## config.mk

```make
export PLATFORM = sky130hd
export DESIGN_NAME = riscv_axi_rd_arb
export DESIGN_NICKNAME = d
export VERILOG_FILES = /design/src/rtl/riscv_axi_rd_arb.sv
export SDC_FILE = /design/constraint.sdc
export NUM_CORES = 1
export LEC_CHECK = 0
export ABC_AREA = 1
export BUFFER_PORTS_ARGS = -buffer_cell sky130_fd_sc_hd__buf_2
export CORE_ASPECT_RATIO = 0.5
export CORE_MARGIN = 2
export CORE_UTILIZATION = 45
export CTS_CLUSTER_DIAMETER = 150
export CTS_CLUSTER_SIZE = 25
export DETAILED_ROUTE_END_ITERATION = 12
export GPL_ROUTABILITY_DRIVEN = 1
export PLACE_DENSITY_LB_ADDON = 0.3
export SYNTH_ARGS = -nofsm -noshare
export SYNTH_HDL_FRONTEND = slang
export SYNTH_SLANG_ARGS = --single-unit
export TNS_END_PERCENT = 1
```

## constraint.sdc

```tcl
create_clock -name ACLK -period 3.99 [get_ports ACLK]
set_input_delay 0.399 -clock ACLK [delete_from_list [all_inputs] [get_ports ACLK]]
set_output_delay 0.399 -clock ACLK [all_outputs]
set_load 0.05 [all_outputs]
```

## src/rtl/riscv_axi_rd_arb.sv

```systemverilog
// AXI4 read-channel arbiter: merges NUM_CH requester AR/R ports onto one downstream read master.
// ARID is tagged with the channel index and R beats are routed back by that tag.
module riscv_axi_rd_arb #(
    parameter int NUM_CH    = 2,
    parameter int ADDR_W    = 32,
    parameter int DATA_W    = 32,
    parameter int ID_W      = 4,
    parameter int MAX_OUTST = 4,
    parameter int ARB_MODE  = 0,
    localparam int CH_W     = (NUM_CH > 1) ? $clog2(NUM_CH) : 1
) (
    input  logic                     ACLK,
    input  logic                     ARESETn,
    input  logic [NUM_CH-1:0]        s_arvalid,
    output logic [NUM_CH-1:0]        s_arready,
    input  logic [NUM_CH*ADDR_W-1:0] s_araddr,
    input  logic [NUM_CH*ID_W-1:0]   s_arid,
    input  logic [NUM_CH*8-1:0]      s_arlen,
    output logic [NUM_CH-1:0]        s_rvalid,
    input  logic [NUM_CH-1:0]        s_rready,
    output logic [DATA_W-1:0]        s_rdata,
    output logic [ID_W-1:0]          s_rid,
    output logic [1:0]               s_rresp,
    output logic                     s_rlast,
    output logic                     m_arvalid,
    input  logic                     m_arready,
    output logic [ADDR_W-1:0]        m_araddr,
    output logic [ID_W+CH_W-1:0]     m_arid,
    output logic [7:0]               m_arlen,
    input  logic                     m_rvalid,
    output logic                     m_rready,
    input  logic [DATA_W-1:0]        m_rdata,
    input  logic [ID_W+CH_W-1:0]     m_rid,
    input  logic [1:0]               m_rresp,
    input  logic                     m_rlast,
    output logic                     rid_err
);

    localparam int CNT_W = $clog2(MAX_OUTST + 1);

    typedef enum logic {
        ST_IDLE  = 1'b0,
        ST_ISSUE = 1'b1
    } state_e;

    state_e                  state_q;
    logic                    m_arvalid_q;
    logic [ADDR_W-1:0]       m_araddr_q;
    logic [ID_W+CH_W-1:0]    m_arid_q;
    logic [7:0]              m_arlen_q;
    logic [CH_W-1:0]         rr_q;
    logic                    rid_err_q;
    logic [CNT_W-1:0]        outst_q [NUM_CH];
    logic [CNT_W-1:0]        outst_d [NUM_CH];

    logic [NUM_CH-1:0]       gnt_oh;
    logic                    grant_vld;
    logic [CH_W-1:0]         grant_ch;
    logic [ADDR_W-1:0]       sel_addr;
    logic [ID_W-1:0]         sel_id;
    logic [7:0]              sel_len;

    logic [CH_W-1:0]         r_tag;
    logic                    tag_ok;
    logic [NUM_CH-1:0]       rlast_hs;

    // Scan candidates in priority order (rotated by rr_q in round-robin mode); first eligible wins.
    always_comb begin
        // NOTE: every combinational output gets a default first so no latch is inferred.
        gnt_oh    = '0;
        grant_vld = 1'b0;
        grant_ch  = '0;
        sel_addr  = '0;
        sel_id    = '0;
        sel_len   = '0;
        for (int k = 0; k < NUM_CH; k++) begin
            for (int i = 0; i < NUM_CH; i++) begin
                if (!grant_vld && s_arvalid[i] && (outst_q[i] < CNT_W'(MAX_OUTST)) &&
                    (i == ((ARB_MODE == 1) ? k : (int'(rr_q) + k) % NUM_CH))) begin
                    grant_vld = 1'b1;
                    gnt_oh[i] = 1'b1;
                    grant_ch  = CH_W'(i);
                    sel_addr  = s_araddr[i*ADDR_W +: ADDR_W];
                    sel_id    = s_arid[i*ID_W +: ID_W];
                    sel_len   = s_arlen[i*8 +: 8];
                end
            end
        end
        if ((state_q != ST_IDLE) || !ARESETn) begin
            gnt_oh    = '0;
            grant_vld = 1'b0;
        end
    end

    assign s_arready = gnt_oh;

    // Beats carrying a tag with no matching channel are accepted and discarded.
    assign r_tag  = m_rid[ID_W+CH_W-1:ID_W];
    assign tag_ok = (int'(r_tag) < NUM_CH);

    always_comb begin
        s_rvalid = '0;
        m_rready = 1'b1;
        rlast_hs = '0;
        for (int i = 0; i < NUM_CH; i++) begin
            if (tag_ok && (int'(r_tag) == i)) begin
                s_rvalid[i] = m_rvalid;
                m_rready    = s_rready[i];
                rlast_hs[i] = m_rvalid & s_rready[i] & m_rlast;
            end
        end
    end

    assign s_rdata = m_rdata;
    assign s_rid   = m_rid[ID_W-1:0];
    assign s_rresp = m_rresp;
    assign s_rlast = m_rlast;

    // A capture and a completion on the same channel in one cycle cancel out.
    always_comb begin
        for (int i = 0; i < NUM_CH; i++) begin
            outst_d[i] = outst_q[i];
            if (gnt_oh[i] && !rlast_hs[i]) begin
                outst_d[i] = outst_q[i] + 1'b1;
            end else if (!gnt_oh[i] && rlast_hs[i] && (outst_q[i] != '0)) begin
                outst_d[i] = outst_q[i] - 1'b1;
            end
        end
    end

    // NOTE: the counter array is a handful of flops, not a RAM, so it is reset like any register.
    always_ff @(posedge ACLK or negedge ARESETn) begin
        if (!ARESETn) begin
            for (int i = 0; i < NUM_CH; i++) outst_q[i] <= '0;
        end else begin
            for (int i = 0; i < NUM_CH; i++) outst_q[i] <= outst_d[i];
        end
    end

    // NOTE: sequential state uses non-blocking assignments only, so every flop sees pre-edge values.
    always_ff @(posedge ACLK or negedge ARESETn) begin
        if (!ARESETn) begin
            state_q     <= ST_IDLE;
            m_arvalid_q <= 1'b0;
            m_araddr_q  <= '0;
            m_arid_q    <= '0;
            m_arlen_q   <= '0;
            rr_q        <= '0;
        end else begin
            case (state_q)
                ST_IDLE: begin
                    if (grant_vld) begin
                        state_q     <= ST_ISSUE;
                        m_arvalid_q <= 1'b1;
                        m_araddr_q  <= sel_addr;
                        m_arid_q    <= {grant_ch, sel_id};
                        m_arlen_q   <= sel_len;
                        rr_q        <= (int'(grant_ch) == NUM_CH - 1) ? '0 : grant_ch + 1'b1;
                    end
                end
                ST_ISSUE: begin
                    if (m_arready) begin
                        state_q     <= ST_IDLE;
                        m_arvalid_q <= 1'b0;
                    end
                end
                default: begin
                    state_q     <= ST_IDLE;
                    m_arvalid_q <= 1'b0;
                end
            endcase
        end
    end

    always_ff @(posedge ACLK or negedge ARESETn) begin
        if (!ARESETn) begin
            rid_err_q <= 1'b0;
        end else if (m_rvalid && !tag_ok) begin
            rid_err_q <= 1'b1;
        end
    end

    assign m_arvalid = m_arvalid_q;
    assign m_araddr  = m_araddr_q;
    assign m_arid    = m_arid_q;
    assign m_arlen   = m_arlen_q;
    assign rid_err   = rid_err_q;

endmodule

```

==> impl_metrics.toml <==
[die]
io_pins = 227
die_h_um = 64.0
coreArea_mm2 = 0.00683
row_count = 21
start_util_pct = 47.4
die_area_mm2 = 0.00793
die_w_um = 124

[worst_setup_path]
r2r_cells = 6
cp-end-kind = "primary output"
worstSetupStartpointType = "flop"
crit_fanout = 28
reg2reg_slack_ns = 1.85
worstPathArrival_ns = 1.85
reg2reg_from = "outst_q[2]"
critical_path_required_ns = 3.59
rr_endpoint = "m_arlen[3]"
path_class = "flop to primary output"

[route]
drc = 0
dr.pass1.iters = 4
wl_um = 8700
dr.first_iter.drc_count = 229
vias_per_cell = 5.02
antenna_left = 0
wl_per_cell_um = 14.3
vias = 3052

[grt]
globalRouteTotalUtil_pct = 21.6
use_met2_pct = 37.7
grt_max_degree = 90
grt_first_pass_wirelength_um = 13500
antenna_found_initial = 0
grt_util_met3_pct = 5.80
grt_pass1_vias = 2769
top_usage_layer = "met2"
globalRouteMet1Util_pct = 27.4
grt_overflow = 0

[job]
cap_violations = 0

[logic_synthesis]
yosysSeqAreaShare_pct = 41.7
synth_cells = 420
synth_edf_count = 0
synth_area_mm2 = 0.00324
async_flop_share_pct = 100
ys.flop_type = "dfrtp_1"
synth_area_per_cell_um2 = 7.71
ys_warn_count = 0
syn_nets = 558
ys_types = 24
synth_seq_cells = 54

[clock_tree]
cts_buffer_depth = 2
cts_root_buf = "clkbuf_16"
ctsResizeCount = 0
clkTransAtPathRegs_ns = 0.07
numCtsBuffers = 5
cts_tree = "yes"
hold_buffers = 0
htreeDepth = 2
post_cts_buffers = 0
clock-sinks = 54
clock_latency_ns = 0.29

[placed_design]
dp_hpwl_um = 6380
gp_congestion = 0.798
dp.cells = 600
io_buffers = 149
place_ws_ns = 1.73

[power]
total_power_uw = 3420
peakVddDrop_uv = 412
powerDensity_mw_per_mm2 = 883
leakage_uw = 0.00205

[timing]
finalSetupViolations = 0
fin_skew_ns = 0.00418
relSlewSlack_pct = 51.2
post-route-min-period_ns = 2.25
slew_viol_final = 0
setup_ws_ns = 1.74
tightest_slew_ns = 0.732
rsz0062_at_grt = "false"
max_freq_mhz = 444
period_share_pct = 56.4
tns_ns = 0
hold_viol = 0

[finish]
area.growth.synth_to_final_pct = 19.5
final_cells = 608
n_fill_cell = 706
drive_gt1_share_pct = 33.9
diodes = 0
final_nets = 653
fin_util_pct = 56.6

[run_status]
outcome = "finished clean"

[worst_hold_path]
hold_class = "input pin to async pin"
-- area by class of cell --
| type | instances | area [um^2] | area share [%] |
|---|---|---|---|
| clock buffer | 5 | 125 | 3.23 |
| inverter | 66 | 250 | 6.47 |
| clock inverter | 3 | 40.0 | 1.03 |
| multi-input combinational | 234 | 1200 | 31.1 |
| sequential | 54 | 1350 | 34.9 |
| timing repair buffer | 154 | 783 | 20.2 |
| tap | 92 | 115 | 2.98 |
-- critical path, cell delays in order (launching register included) --
cell and delay (ns):
dfrtp_1 0.42, nor2_4 0.57, nand3_1 0.23, inv_1 0.09, buf_2 0.26
-- through the flow --
step	hold WS, ns	cell area [um^2]
CTS	0.272	3870
floorplan	0.103	3240
global placement	0.467	3700
global route	0.317	3870
finish	0.241	3870
detailed placement	0.466	3700
-- metal layers --
metal  share of wire [%]  vias up
met3                 9.2       10
met2                  52      117
met4                0.78        0
met1                  38     1400
met5                   0        -
li1                    -     1525
-- worst max-delay path by stage --
stage / from / endpoint / slack (ns) / cells after the start
after floorplan: outst_q[5] / outst_q[5] / 1.91 / 9
after global placement: s_arvalid[1] / m_arlen[3] / 1.76 / 8
after detailed placement: s_arvalid[1] / m_arlen[3] / 1.73 / 8
after CTS: outst_q[2] / s_arready[1] / 1.71 / 4
after global routing: outst_q[2] / m_araddr[27] / 1.58 / 6
final: outst_q[2] / s_arready[1] / 1.74 / 4
-- Yosys cell counts (5+ instances only) --
cell type  number  area [um^2]
nand3_1       137          686
inv_1          60          225
dfrtp_1        54         1350
buf_4          41          308
o21ai_0        39          195
nand2_1        30          113
buf_2          16         80.1
o21ai_1        10         50.1
clkbuf_1        6         22.5
inv_2           5         18.8
nor2_1          5         18.8
-- report_power, final --
part	internal [uW]	switching, uW
logic	457	1480
clock network	294	188
registers	830	167
total	1580	1840
-- flip-flops by register name, summed over array words and instances, names as in the netlist --
name and count:
outst_q 6, m_arvalid 1, m_arlen 8, rr_q 1
m_araddr 32, state_q 1, m_arid 5
-- cell families after synthesis --
group                      count (synthesis)  synth area share [%]
buffers and inverters                    132                  21.2
other                                      1                 0.116
xor gates and xnor gates                   1                 0.271
and+or+nand+nor                          180                  27.3
DFF                                       54                  41.7
AOI/OAI and AO/OA                         50                  8.08
adders and majority gates                  2                  1.24
-- placed cells by master, fill, tap and decap left out --
cell type	Yosys	final
nand3_1	137	137
o21ai_4	1	1
clkinv_2	0	2
inv_2	5	5
fa_1	2	2
buf_2	16	149
nand4_1	1	1
inv_4	1	1
nand4_2	1	1
inv_1	60	60
o21ai_0	39	39
dfrtp_1	54	54
nor2_1	5	5
clkbuf_16	0	5
buf_4	41	5
nor2_2	2	1
nor3_1	1	1
bufinv_16	0	1
nor2_4	1	2
o21ai_1	10	10
nand2_1	30	30
xor2_1	1	1
conb_1	1	1
nand3_2	2	2
Note: power is estimated with default switching activity, not from simulation.
